--- config.mk ---
export PLATFORM = sky130hd
export DESIGN_NAME = rv32i_run_ctrl
export DESIGN_NICKNAME = d
export VERILOG_FILES = /design/src/rtl/rv32i_pkg.sv /design/src/rtl/rv32i_run_ctrl_sat_counter.sv /design/src/rtl/rv32i_run_ctrl.sv
export SDC_FILE = /design/constraint.sdc
export NUM_CORES = 1
export LEC_CHECK = 0
export CAP_MARGIN = 20
export CORE_ASPECT_RATIO = 1.2
export CORE_UTILIZATION = 51
export CTS_CLUSTER_DIAMETER = 80
export DETAILED_ROUTE_END_ITERATION = 10
export GPL_ROUTABILITY_DRIVEN = 1
export PLACE_DENSITY = 0.9
export SYNTH_ARGS = -nofsm -noshare
export SYNTH_HDL_FRONTEND = slang
export SYNTH_SLANG_ARGS = --single-unit
--- constraint.sdc ---
create_clock -name clk -period 6.58 [get_ports clk]
set_input_delay 1.316 -clock clk [delete_from_list [all_inputs] [get_ports clk]]
set_output_delay 1.316 -clock clk [all_outputs]
set_load 0.01 [all_outputs]
--- src/rtl/rv32i_pkg.sv ---
// Shared constants and FSM encoding for the rv32i run controller.
// Imported by the controller and its counters.
package rv32i_pkg;

  localparam int          RV_XLEN   = 32;
  localparam logic [31:0] RV_TOHOST = 32'h0000_1000;

  typedef enum logic [1:0] {
    S_IDLE = 2'd0,
    S_RST  = 2'd1,
    S_RUN  = 2'd2,
    S_DONE = 2'd3
  } state_e;

endpackage

--- src/rtl/rv32i_run_ctrl_sat_counter.sv ---
// Saturating up-counter with synchronous clear.
// Sticks at all-ones instead of wrapping.
module sat_counter #(
  parameter int CNT_W = 32
) (
  input  logic             clk,
  input  logic             rst_n,
  input  logic             en,
  input  logic             clr,
  output logic [CNT_W-1:0] q
);

  logic [CNT_W-1:0] q_q;
  logic [CNT_W-1:0] q_d;

  always_comb begin
    q_d = q_q;
    if (clr) begin
      q_d = '0;
    end else if (en && (q_q != '1)) begin
      q_d = q_q + CNT_W'(1);
    end
  end

  always_ff @(posedge clk or negedge rst_n) begin
    if (!rst_n) begin
      q_q <= '0;
    end else begin
      q_q <= q_d;
    end
  end

  assign q = q_q;

endmodule

--- src/rtl/rv32i_run_ctrl.sv ---
// Run controller: sequences core reset, bounds the run with a
// watchdog and ends it on a store to the TOHOST address.
module rv32i_run_ctrl
  import rv32i_pkg::*;
#(
  parameter int              XLEN        = RV_XLEN,
  parameter int              CNT_W       = 32,
  parameter int              RST_CYCLES  = 4,
  parameter int              MAX_CYCLES  = 10000,
  parameter logic [XLEN-1:0] TOHOST_ADDR = XLEN'(RV_TOHOST)
) (
  input  logic             clk,
  input  logic             rst_n,
  input  logic             start,
  output logic             core_rst_n,
  input  logic             st_valid,
  input  logic [XLEN-1:0]  st_addr,
  input  logic [XLEN-1:0]  st_data,
  input  logic             retire,
  output logic             running,
  output logic             done,
  output logic             pass,
  output logic             timeout,
  output logic [XLEN-1:0]  exit_code,
  output logic [CNT_W-1:0] cycle_cnt,
  output logic [CNT_W-1:0] instret_cnt
);

  localparam int RW = (RST_CYCLES > 1) ? $clog2(RST_CYCLES) : 1;
  localparam logic [RW-1:0]    RST_LOAD = RW'(RST_CYCLES - 1);
  localparam logic [CNT_W-1:0] WD_LAST  = CNT_W'(MAX_CYCLES - 1);
  localparam bit               WD_ON    = (MAX_CYCLES != 0);

  state_e          state_q, state_d;
  logic [RW-1:0]   rst_ctr_q, rst_ctr_d;
  logic            pass_q, pass_d;
  logic            to_q, to_d;
  logic [XLEN-1:0] exit_q, exit_d;
  logic            cnt_clr;
  logic            cyc_en;
  logic            ret_en;

  always_comb begin
    state_d   = state_q;
    rst_ctr_d = rst_ctr_q;
    pass_d    = pass_q;
    to_d      = to_q;
    exit_d    = exit_q;
    cnt_clr   = 1'b0;
    cyc_en    = 1'b0;
    ret_en    = 1'b0;
    unique case (state_q)
      S_IDLE, S_DONE: begin
        if (start) begin
          state_d   = S_RST;
          rst_ctr_d = RST_LOAD;
          cnt_clr   = 1'b1;
          pass_d    = 1'b0;
          to_d      = 1'b0;
          exit_d    = '0;
        end
      end
      S_RST: begin
        if (rst_ctr_q == '0) begin
          state_d = S_RUN;
        end else begin
          rst_ctr_d = rst_ctr_q - RW'(1);
        end
      end
      S_RUN: begin
        cyc_en = 1'b1;
        ret_en = retire;
        // A TOHOST store wins over a watchdog expiry in the same cycle
        if (st_valid && (st_addr == TOHOST_ADDR)) begin
          exit_d  = st_data;
          pass_d  = (st_data == XLEN'(1));
          to_d    = 1'b0;
          state_d = S_DONE;
        end else if (WD_ON && (cycle_cnt == WD_LAST)) begin
          exit_d  = '0;
          pass_d  = 1'b0;
          to_d    = 1'b1;
          state_d = S_DONE;
        end
      end
      default: state_d = S_IDLE;
    endcase
  end

  always_ff @(posedge clk or negedge rst_n) begin
    if (!rst_n) begin
      state_q   <= S_IDLE;
      rst_ctr_q <= '0;
      pass_q    <= 1'b0;
      to_q      <= 1'b0;
      exit_q    <= '0;
    end else begin
      state_q   <= state_d;
      rst_ctr_q <= rst_ctr_d;
      pass_q    <= pass_d;
      to_q      <= to_d;
      exit_q    <= exit_d;
    end
  end

  sat_counter #(.CNT_W(CNT_W)) u_cycle_cnt (
    .clk   (clk),
    .rst_n (rst_n),
    .en    (cyc_en),
    .clr   (cnt_clr),
    .q     (cycle_cnt)
  );

  sat_counter #(.CNT_W(CNT_W)) u_instret_cnt (
    .clk   (clk),
    .rst_n (rst_n),
    .en    (ret_en),
    .clr   (cnt_clr),
    .q     (instret_cnt)
  );

  assign core_rst_n = (state_q == S_RUN);
  assign running    = (state_q == S_RUN);
  assign done       = (state_q == S_DONE);
  assign pass       = pass_q;
  assign timeout    = to_q;
  assign exit_code  = exit_q;

endmodule

==> results of run 1 <==
## cell type report
| type | count | area share [%] |
|---|---|---|
| clock inverters | 4 | 0.995 |
| clock buffers | 10 | 3.09 |
| multi-input cells | 392 | 35.1 |
| repair buffers | 176 | 23.7 |
| flip-flops and latches | 102 | 34.4 |
| well taps | 126 | 2.13 |
| inverters | 11 | 0.557 |
## placed cells by master (no fill, tap or decap), types with 4 or more instances in the layout
cell type,synthesis,routed
sky130_fd_sc_hd__a21oi_1,50,50
sky130_fd_sc_hd__a21oi_2,5,5
sky130_fd_sc_hd__a22o_1,33,33
sky130_fd_sc_hd__and3_1,9,9
sky130_fd_sc_hd__and4_1,7,7
sky130_fd_sc_hd__buf_4,2,5
sky130_fd_sc_hd__clkbuf_16,0,9
sky130_fd_sc_hd__clkdlybuf4s50_1,0,168
sky130_fd_sc_hd__dfrtp_1,102,102
sky130_fd_sc_hd__ha_1,7,7
sky130_fd_sc_hd__inv_1,11,11
sky130_fd_sc_hd__nand2_1,33,33
sky130_fd_sc_hd__nand3_1,25,25
sky130_fd_sc_hd__nand4_1,23,23
sky130_fd_sc_hd__nor2_1,15,15
sky130_fd_sc_hd__nor3_1,4,4
sky130_fd_sc_hd__nor4_1,18,18
sky130_fd_sc_hd__nor4b_1,5,5
sky130_fd_sc_hd__o21ai_0,16,16
sky130_fd_sc_hd__o21ai_1,14,13
sky130_fd_sc_hd__o31ai_1,26,26
sky130_fd_sc_hd__or3_1,30,30
sky130_fd_sc_hd__or4_1,22,22
## metrics by stage
step | utilization [%] | cell area [um2]
finish | 73.4 | 7420
floorplan | - | 5330
detailed placement | 70.3 | 7100
global placement | 70.0 | 7080
global route | 73.4 | 7420
CTS | 73.3 | 7410
## worst paths after layout
| kind | startpoint | to | slack [ns] |
|---|---|---|---|
| setup / recovery | st_addr[10] | pass$_DFFE_PN0P_ | 3.10 |
| hold / removal | pass$_DFFE_PN0P_ | pass$_DFFE_PN0P_ | 0.49 |
| setup reg to reg | state_q[0]$_DFFE_PN0P_ | u_cycle_cnt.q[29]$_DFFE_PN0P_ | 3.72 |
| hold reg to reg | pass$_DFFE_PN0P_ | pass$_DFFE_PN0P_ | 0.49 |
| max in group asynchronous | rst_n | u_instret_cnt.q[28]$_DFFE_PN0P_ | 4.40 |
| min in group asynchronous | rst_n | u_cycle_cnt.q[24]$_DFFE_PN0P_ | 0.95 |
## sequential cells by signal (all words and copies together), names as in the netlist
| register | cells |
|---|---|
| exit_code | 32 |
| state_q | 2 |
| u_instret_cnt.q | 32 |
| pass | 1 |
| u_cycle_cnt.q | 32 |
| timeout | 1 |
| rst_ctr_q | 2 |
## worst reg2reg max path, delay by kind of cell (launching register included)
kind	cells	cell delay, ns
DFF	1	0.43
adders and majority gates	1	0.49
AOI/OAI and AO/OA	1	0.18
buffers and inverters	1	0.08
and+or+nand+nor	4	1.61
## power by group through the flow
| stage | Combinational [uW] | Clock (uW) | Sequential [uW] |
|---|---|---|---|
| final | 395 | 551 | 663 |
| after global routing | 427 | 583 | 666 |
| after CTS | 394 | 560 | 663 |
| after detailed placement | 393 | 0 | 675 |
| after global placement | 342 | 0 | 673 |
| after floorplan | 221 | 0 | 672 |
## Yosys cell counts (2+ instances only)
master and number:
sky130_fd_sc_hd__dfrtp_1 102, sky130_fd_sc_hd__a21oi_1 50, sky130_fd_sc_hd__a22o_1 33, sky130_fd_sc_hd__nand2_1 33, sky130_fd_sc_hd__or3_1 30, sky130_fd_sc_hd__o31ai_1 26, sky130_fd_sc_hd__nand3_1 25, sky130_fd_sc_hd__nand4_1 23
sky130_fd_sc_hd__or4_1 22, sky130_fd_sc_hd__clkbuf_1 20, sky130_fd_sc_hd__nor4_1 18, sky130_fd_sc_hd__o21ai_0 16, sky130_fd_sc_hd__nor2_1 15, sky130_fd_sc_hd__o21ai_1 14, sky130_fd_sc_hd__inv_1 11, sky130_fd_sc_hd__and3_1 9
sky130_fd_sc_hd__and4_1 7, sky130_fd_sc_hd__ha_1 7, sky130_fd_sc_hd__a21oi_2 5, sky130_fd_sc_hd__buf_2 5, sky130_fd_sc_hd__nor4b_1 5, sky130_fd_sc_hd__and2_1 4, sky130_fd_sc_hd__nor3_1 4, sky130_fd_sc_hd__mux2i_1 3
sky130_fd_sc_hd__nand2b_1 3, sky130_fd_sc_hd__o211ai_1 3, sky130_fd_sc_hd__or2_1 3, sky130_fd_sc_hd__xor2_1 3, sky130_fd_sc_hd__a32o_1 2, sky130_fd_sc_hd__buf_4 2, sky130_fd_sc_hd__nor4_2 2, sky130_fd_sc_hd__nor4_4 2
sky130_fd_sc_hd__o311ai_1 2, sky130_fd_sc_hd__o41ai_1 2, sky130_fd_sc_hd__or2_2 2, sky130_fd_sc_hd__or4_4 2, sky130_fd_sc_hd__xnor2_1 2
## cell families after synthesis
logic type	synth area share (%)
simple gates	24.9
flops	47.9
fa+ha+maj	1.64
xor+xnor	0.822
buf+inv	3.43
mux	0.564
compound gates	20.7
## routing by layer
layer | up-vias | track usage (%)
li1 | 2409 | -
met1 | 2574 | 38.5
met2 | 199 | 49.0
met3 | 35 | 5.13
met4 | 0 | 9.49
met5 | - | 0
==> reports/summary.md, run 1 <==
- 30.7% — Relative slew margins
- 65 — pin count of the biggest net entering global routing
- 732 — count of filler cells inserted in the layout
- 24.5% — part of the total power dissipated in combinational logic
- 6.35 — post-DR vias/cell
- 40 — Site Rows
- 0.490 ns — worst slack on hold paths
- 805 — Cells after DPL
- compound AO/OA/AOI/OAI gates — critical path's top delay family
- 47.9% — share of the synthesized area in the top cell type
- primary input to flip-flop — Crit Path Class
- 1120 uW — Int Pwr
- 0 — yosys warns
- 8.05 mm — detailed route wirelength on metal2
- 0.000167 V — Max IR drop VDD
- 6.24 mm — wire length on met1
- 0.59 ns — peak per-stage delay on the critical path
- flip-flop — Crit. End Element
- 10900 um2 — Total Die Area
- 0.00291 uW — P_leak
- 30.2% — sw frac
- 0 — count of maximum capacitance violations
- 0.34 ns — later-pin clock latency in the skew report
- 10100 um2 — area inside the core boundary
- 0 — pins over their slew limit
- sky130_fd_sc_hd__dfrtp_1 — ys flop type
- 960 um — total met3 wirelength after detailed routing
- 3 — deepest level of the CTS H-tree
- 19.0 um — WL/cell
- 24 — critical path peak fanout
- 0 — post-detailed-route DRC marker count
- yes — TritonCTS clock tree
- 0 — count of cells resized by post-cts repair
- 0 — Post-CTS Hold Buffers
- 7 — number of stages on the worst setup path
- 52.7% — effective utilization at floorplan
- 288 MHz — top achievable clock speed
- 1 — Cells on Worst Hold Path
- 3.70 ns — data arrival time of the critical path
- 2 — count of buffering cells on the critical path with inverters included
- 100% — asr flop ratio synth
- clkdlybuf4s50_1 -> nor4b_1 -> nand4_1 -> o31ai_1 -> o21ai_2 -> buf_16 -> a32o_1 — Cell Chain, Critical Path
- 24.9 mm — first-pass GRT wire length
- 39.2% — P&R area growth vs syn
- 0.00764 ns — worst clock skew
- 2.76 ns — worst slack, placed
- 0.06 ns — post-CTS clock slew at the launch and capture registers of the worst setup and hold paths
- 169 — number of buffer cells added on primary ports
- flip-flop to flip-flop — worst hold path class
- 170 — I/O pin cnt
- 41.2% — portion of total power attributed to sequential cells
- 9 — number of buffers added by the clock tree synthesis step
- 1.03 ns — worst-margin pin slew
- sky130_fd_sc_hd__clkbuf_16 — cell at the root of the clock tree
- 95.3 um — Horiz. Die Dim
- 486 uW — switching power summed over all nets
- 2550 um2 — Sequential cell area
- finished clean — outcome
- 4989 — number of global-route vias before repair
- 7 — cell depth of the worst flop-to-flop path
- 9.98 um2 — average size of a mapped cell
- no — unrepaired setup endpoints after global routing
- 54 — Netlist cell types
- 102 — post-synthesis register bit count
- 0 — number of buffers added for setup after CTS
- 5 — number of detailed-routing iterations run before antenna repair
- 47.9% — share of synthesized area occupied by flip-flops and latches
- 610 — total nets after synthesis
- 15.6 mm — post-detailed-routing wire length
- 6.81 ns — Data required, critical path
- 768 — count of nets after finishing
- sky130_fd_sc_hd__dfrtp_1 — library cell with the largest summed area after synthesis
- 2610 um2 — multi-input combinational cell area
- 0 — antenna violations before repair
- 5330 um2 — netlist area before placement
- 217 nW/um2 — power per standard cell area
- 534 — Gate Count Post-Synth
- primary input — startpoint type of the worst setup path
- 0.920 — final estimated routing congestion in global placement
- 52.8% — final cycle utilization of the critical path
- 0 ns — Setup TNS Final
- 306 — DRT iter0 DRCs
- 1610 uW — overall power after layout
- 3.48 ns — minimum clock period after layout
- 29.4% — Global Route Usage Sum
- 0 — final setup violation count
- 2 — maximum buffer depth of the clock tree
- met4 — top metal layer carrying routed signals
- 0 — Remaining Overflow, GRT
- 0 — count of nets left with antenna violations after detail routing
- 0 — number of endpoints with negative hold slack in the final report
- 0 — antenna diode count
- 102 — count of clock tree sinks
- 5217 — total via count in the routed design
- 114 um — height of the die
- 0 — number of synthesized flops with an enable pin
- sky130_fd_sc_hd__o31ai_1 — Critical-path top delay cell
- 3.10 ns — post-route setup slack
- sky130_fd_sc_hd__dfrtp_1 48%, sky130_fd_sc_hd__a22o_1 5.4%, sky130_fd_sc_hd__a21oi_1 4.7% — leading cell types by total area after synthesis
- 6.04% — share of layout cells above drive strength 1
- 11.2 mm — half-perimeter wire length after placement
- 34.2% — share of total power in the clock network
- 821 — filler-free cell count of the finished design
Power figures use the tool's default switching activity.
==> inputs of run 2 (changes only) <==
--- a/config.mk
+++ b/config.mk
@@ -7,11 +7,11 @@
 export LEC_CHECK = 0
 export CAP_MARGIN = 20
 export CORE_ASPECT_RATIO = 1.2
-export CORE_UTILIZATION = 51
+export CORE_UTILIZATION = 47
 export CTS_CLUSTER_DIAMETER = 80
 export DETAILED_ROUTE_END_ITERATION = 10
 export GPL_ROUTABILITY_DRIVEN = 1
-export PLACE_DENSITY = 0.9
+export PLACE_DENSITY = 0.84
 export SYNTH_ARGS = -nofsm -noshare
 export SYNTH_HDL_FRONTEND = slang
 export SYNTH_SLANG_ARGS = --single-unit
==> constraint.sdc (replaced) <==
create_clock -name clk -period 3.4 [get_ports clk]
set_input_delay 0.68 -clock clk [delete_from_list [all_inputs] [get_ports clk]]
set_output_delay 0.68 -clock clk [all_outputs]
set_load 0.01 [all_outputs]
==> run 2 against run 1 <==
Against the previous run:
- global-route usage fell by 3.1 points
- highest routed layer unchanged
- wire length fell by 2.0%
- critical path type is now flip-flop to flip-flop
- sequential share of layout area fell by 0.052 points
- critical path depth did not move
- cell area rose by 0.15%
- hold slack got worse by 0.15 ns
- clock-buffer cell count rose by 1
- core utilization fell by 6.1 points
==> reports/summary.md, run 2 (synthesis gave the netlist of run 1 again) <==
- 0 — antenna violations before repair
- 168 x sky130_fd_sc_hd__clkdlybuf4s50_1, 102 x sky130_fd_sc_hd__dfrtp_1, 50 x sky130_fd_sc_hd__a21oi_1, 33 x sky130_fd_sc_hd__nand2_1, 33 x sky130_fd_sc_hd__a22o_1 — leading cell types in the layout, fill and taps excluded
- 0.0101 ns — worst clock skew
- 0 — pins over their slew limit
- 42 — Site Rows
- 0 — number of buffers added for setup after CTS
- sky130_fd_sc_hd__clkbuf_16 — cell at the root of the clock tree
- 84.6% — final cycle utilization of the critical path
- 18.4 um — WL/cell
- 5178 — total via count in the routed design
- 0 — Remaining Overflow, GRT
- u_cycle_cnt.q[29]$_DFFE_PN0P_ — end point of the critical path
- 0 ns — Setup TNS Final
- u_cycle_cnt.q[29]$_DFFE_PN0P_ — R2R Path End
- 6.45% — share of layout cells above drive strength 1
- 169 — number of buffer cells added on primary ports
- 0 — final setup violation count
- 0.07 ns — post-CTS clock slew at the launch and capture registers of the worst setup and hold paths
- 0 — post-detailed-route DRC marker count
- 9 — number of buffers added by the clock tree synthesis step
- 26.2% — Global Route Usage Sum
- yes — TritonCTS clock tree
- no — unrepaired setup endpoints after global routing
- 6.24 — post-DR vias/cell
- 0 — count of cells resized by post-cts repair
- 3.15 ns — data arrival time of the critical path
- 12 — critical path peak fanout
- 24.6 mm — first-pass GRT wire length
- 7 — cell depth of the worst flop-to-flop path
- 3.67 ns — Data required, critical path
- state_q[0]$_DFFE_PN0P_ — origin of the critical flop-to-flop path
- 814 — Cells after DPL
- 0.52 ns — worst-case register-to-register setup slack
- 0 — count of maximum capacitance violations
- 0.874 — final estimated routing congestion in global placement
- 102 — count of clock tree sinks
- 0.000229 V — Max IR drop VDD
- 2 — maximum buffer depth of the clock tree
- 0 — number of endpoints with negative hold slack in the final report
- 48.3% — effective utilization at floorplan
- 5 — number of detailed-routing iterations run before antenna repair
- 10.9 mm — half-perimeter wire length after placement
- 348 MHz — top achievable clock speed
- 57 — pin count of the biggest net entering global routing
- 170 — I/O pin cnt
- 0.830 ns — worst-margin pin slew
- 345 — DRT iter0 DRCs
- 830 — filler-free cell count of the finished design
- finished clean — outcome
- 410 nW/um2 — power per standard cell area
- 769 — count of nets after finishing
- 119 um — height of the die
- 11800 um2 — Total Die Area
- 39.4% — P&R area growth vs syn
- flip-flop to flip-flop — Crit Path Class
- 99.2 um — Horiz. Die Dim
- 0.35 ns — later-pin clock latency in the skew report
- flip-flop — Crit. End Element
- 3 — deepest level of the CTS H-tree
- 0 — count of nets left with antenna violations after detail routing
- 0 — antenna diode count
- 5029 — number of global-route vias before repair
- 11000 um2 — area inside the core boundary
- 883 — count of filler cells inserted in the layout
- 15.3 mm — post-detailed-routing wire length
- sky130_fd_sc_hd__clkdlybuf4s50_1 — commonest non-fill, non-tap cell in the layout
- primary input to asynchronous set/reset pin — worst hold path class
- 0 — Post-CTS Hold Buffers
- state_q[0]$_DFFE_PN0P_ — crit path launch
- 44.3% — Relative slew margins
- flip-flop — startpoint type of the worst setup path
- 2.88 ns — minimum clock period after layout
- 0.00291 uW — P_leak
==> run 2: worst min-delay path by stage <==
stage / slack (ns) / endpoint / depth (start not counted)
after global routing: 0.39 / u_cycle_cnt.q[24]$_DFFE_PN0P_ / 1
final: 0.34 / u_cycle_cnt.q[20]$_DFFE_PN0P_ / 1
after detailed placement: 0.48 / exit_code[12]$_DFFE_PN0P_ / 1
after CTS: 0.36 / u_cycle_cnt.q[24]$_DFFE_PN0P_ / 1
after floorplan: 0.38 / exit_code[0]$_DFFE_PN0P_ / 0
after global placement: 0.48 / pass$_DFFE_PN0P_ / 1
==> run 2: through the flow <==
step / util (%) / total power, uW / instance area (um2) / setup slack [ns] / hold slack, ns
after floorplan: - / 1730 / 5330 / 1.08 / 0.384
after global placement: 64.6 / 1980 / 7130 / 0.462 / 0.479
after detailed placement: 64.6 / 2010 / 7130 / 0.310 / 0.484
after CTS: 67.3 / 3060 / 7430 / 0.545 / 0.365
after global routing: 67.3 / 3190 / 7430 / 0.308 / 0.394
final: 67.3 / 3050 / 7430 / 0.523 / 0.341
==> run 2: area by class of cell <==
class	count	area, um2	share of cell area, %
clock buffers	11	243	3.27
multi-input cells	392	2610	35.1
clock inverters	5	58.8	0.792
flip-flops and latches	102	2550	34.4
well taps	132	165	2.22
inverters	11	41.3	0.556
repair buffers	177	1760	23.7
==> run 2: where the power goes <==
group	internal, uW	total (uW)	switching, uW	leakage, uW
combinational	253	710	457	0.00135
clock	591	1050	461	0.000142
sequential	1240	1280	39.0	0.00141
total	2090	3050	957	0.00291
==> run 2: critical path: stages, from the launching register on <==
cell                      delay, ns
sky130_fd_sc_hd__dfrtp_1       0.43
sky130_fd_sc_hd__inv_1         0.08
sky130_fd_sc_hd__ha_1          0.49
sky130_fd_sc_hd__nand4_1       0.20
sky130_fd_sc_hd__nor4_2        0.45
sky130_fd_sc_hd__nand3_1       0.40
sky130_fd_sc_hd__or4_1         0.59
sky130_fd_sc_hd__a21oi_1       0.16
==> run 2: metal layers <==
| metal | wire length (um) | vias up | GRT usage (%) | share of wire (%) |
|---|---|---|---|---|
| met5 | 0 | - | 0 | 0 |
| met4 | 463 | 0 | 11.1 | 3.0 |
| met3 | 963 | 38 | 4.44 | 6.3 |
| met2 | 7740 | 207 | 43.9 | 51 |
| met1 | 6130 | 2526 | 33.4 | 40 |
| li1 | - | 2407 | - | - |
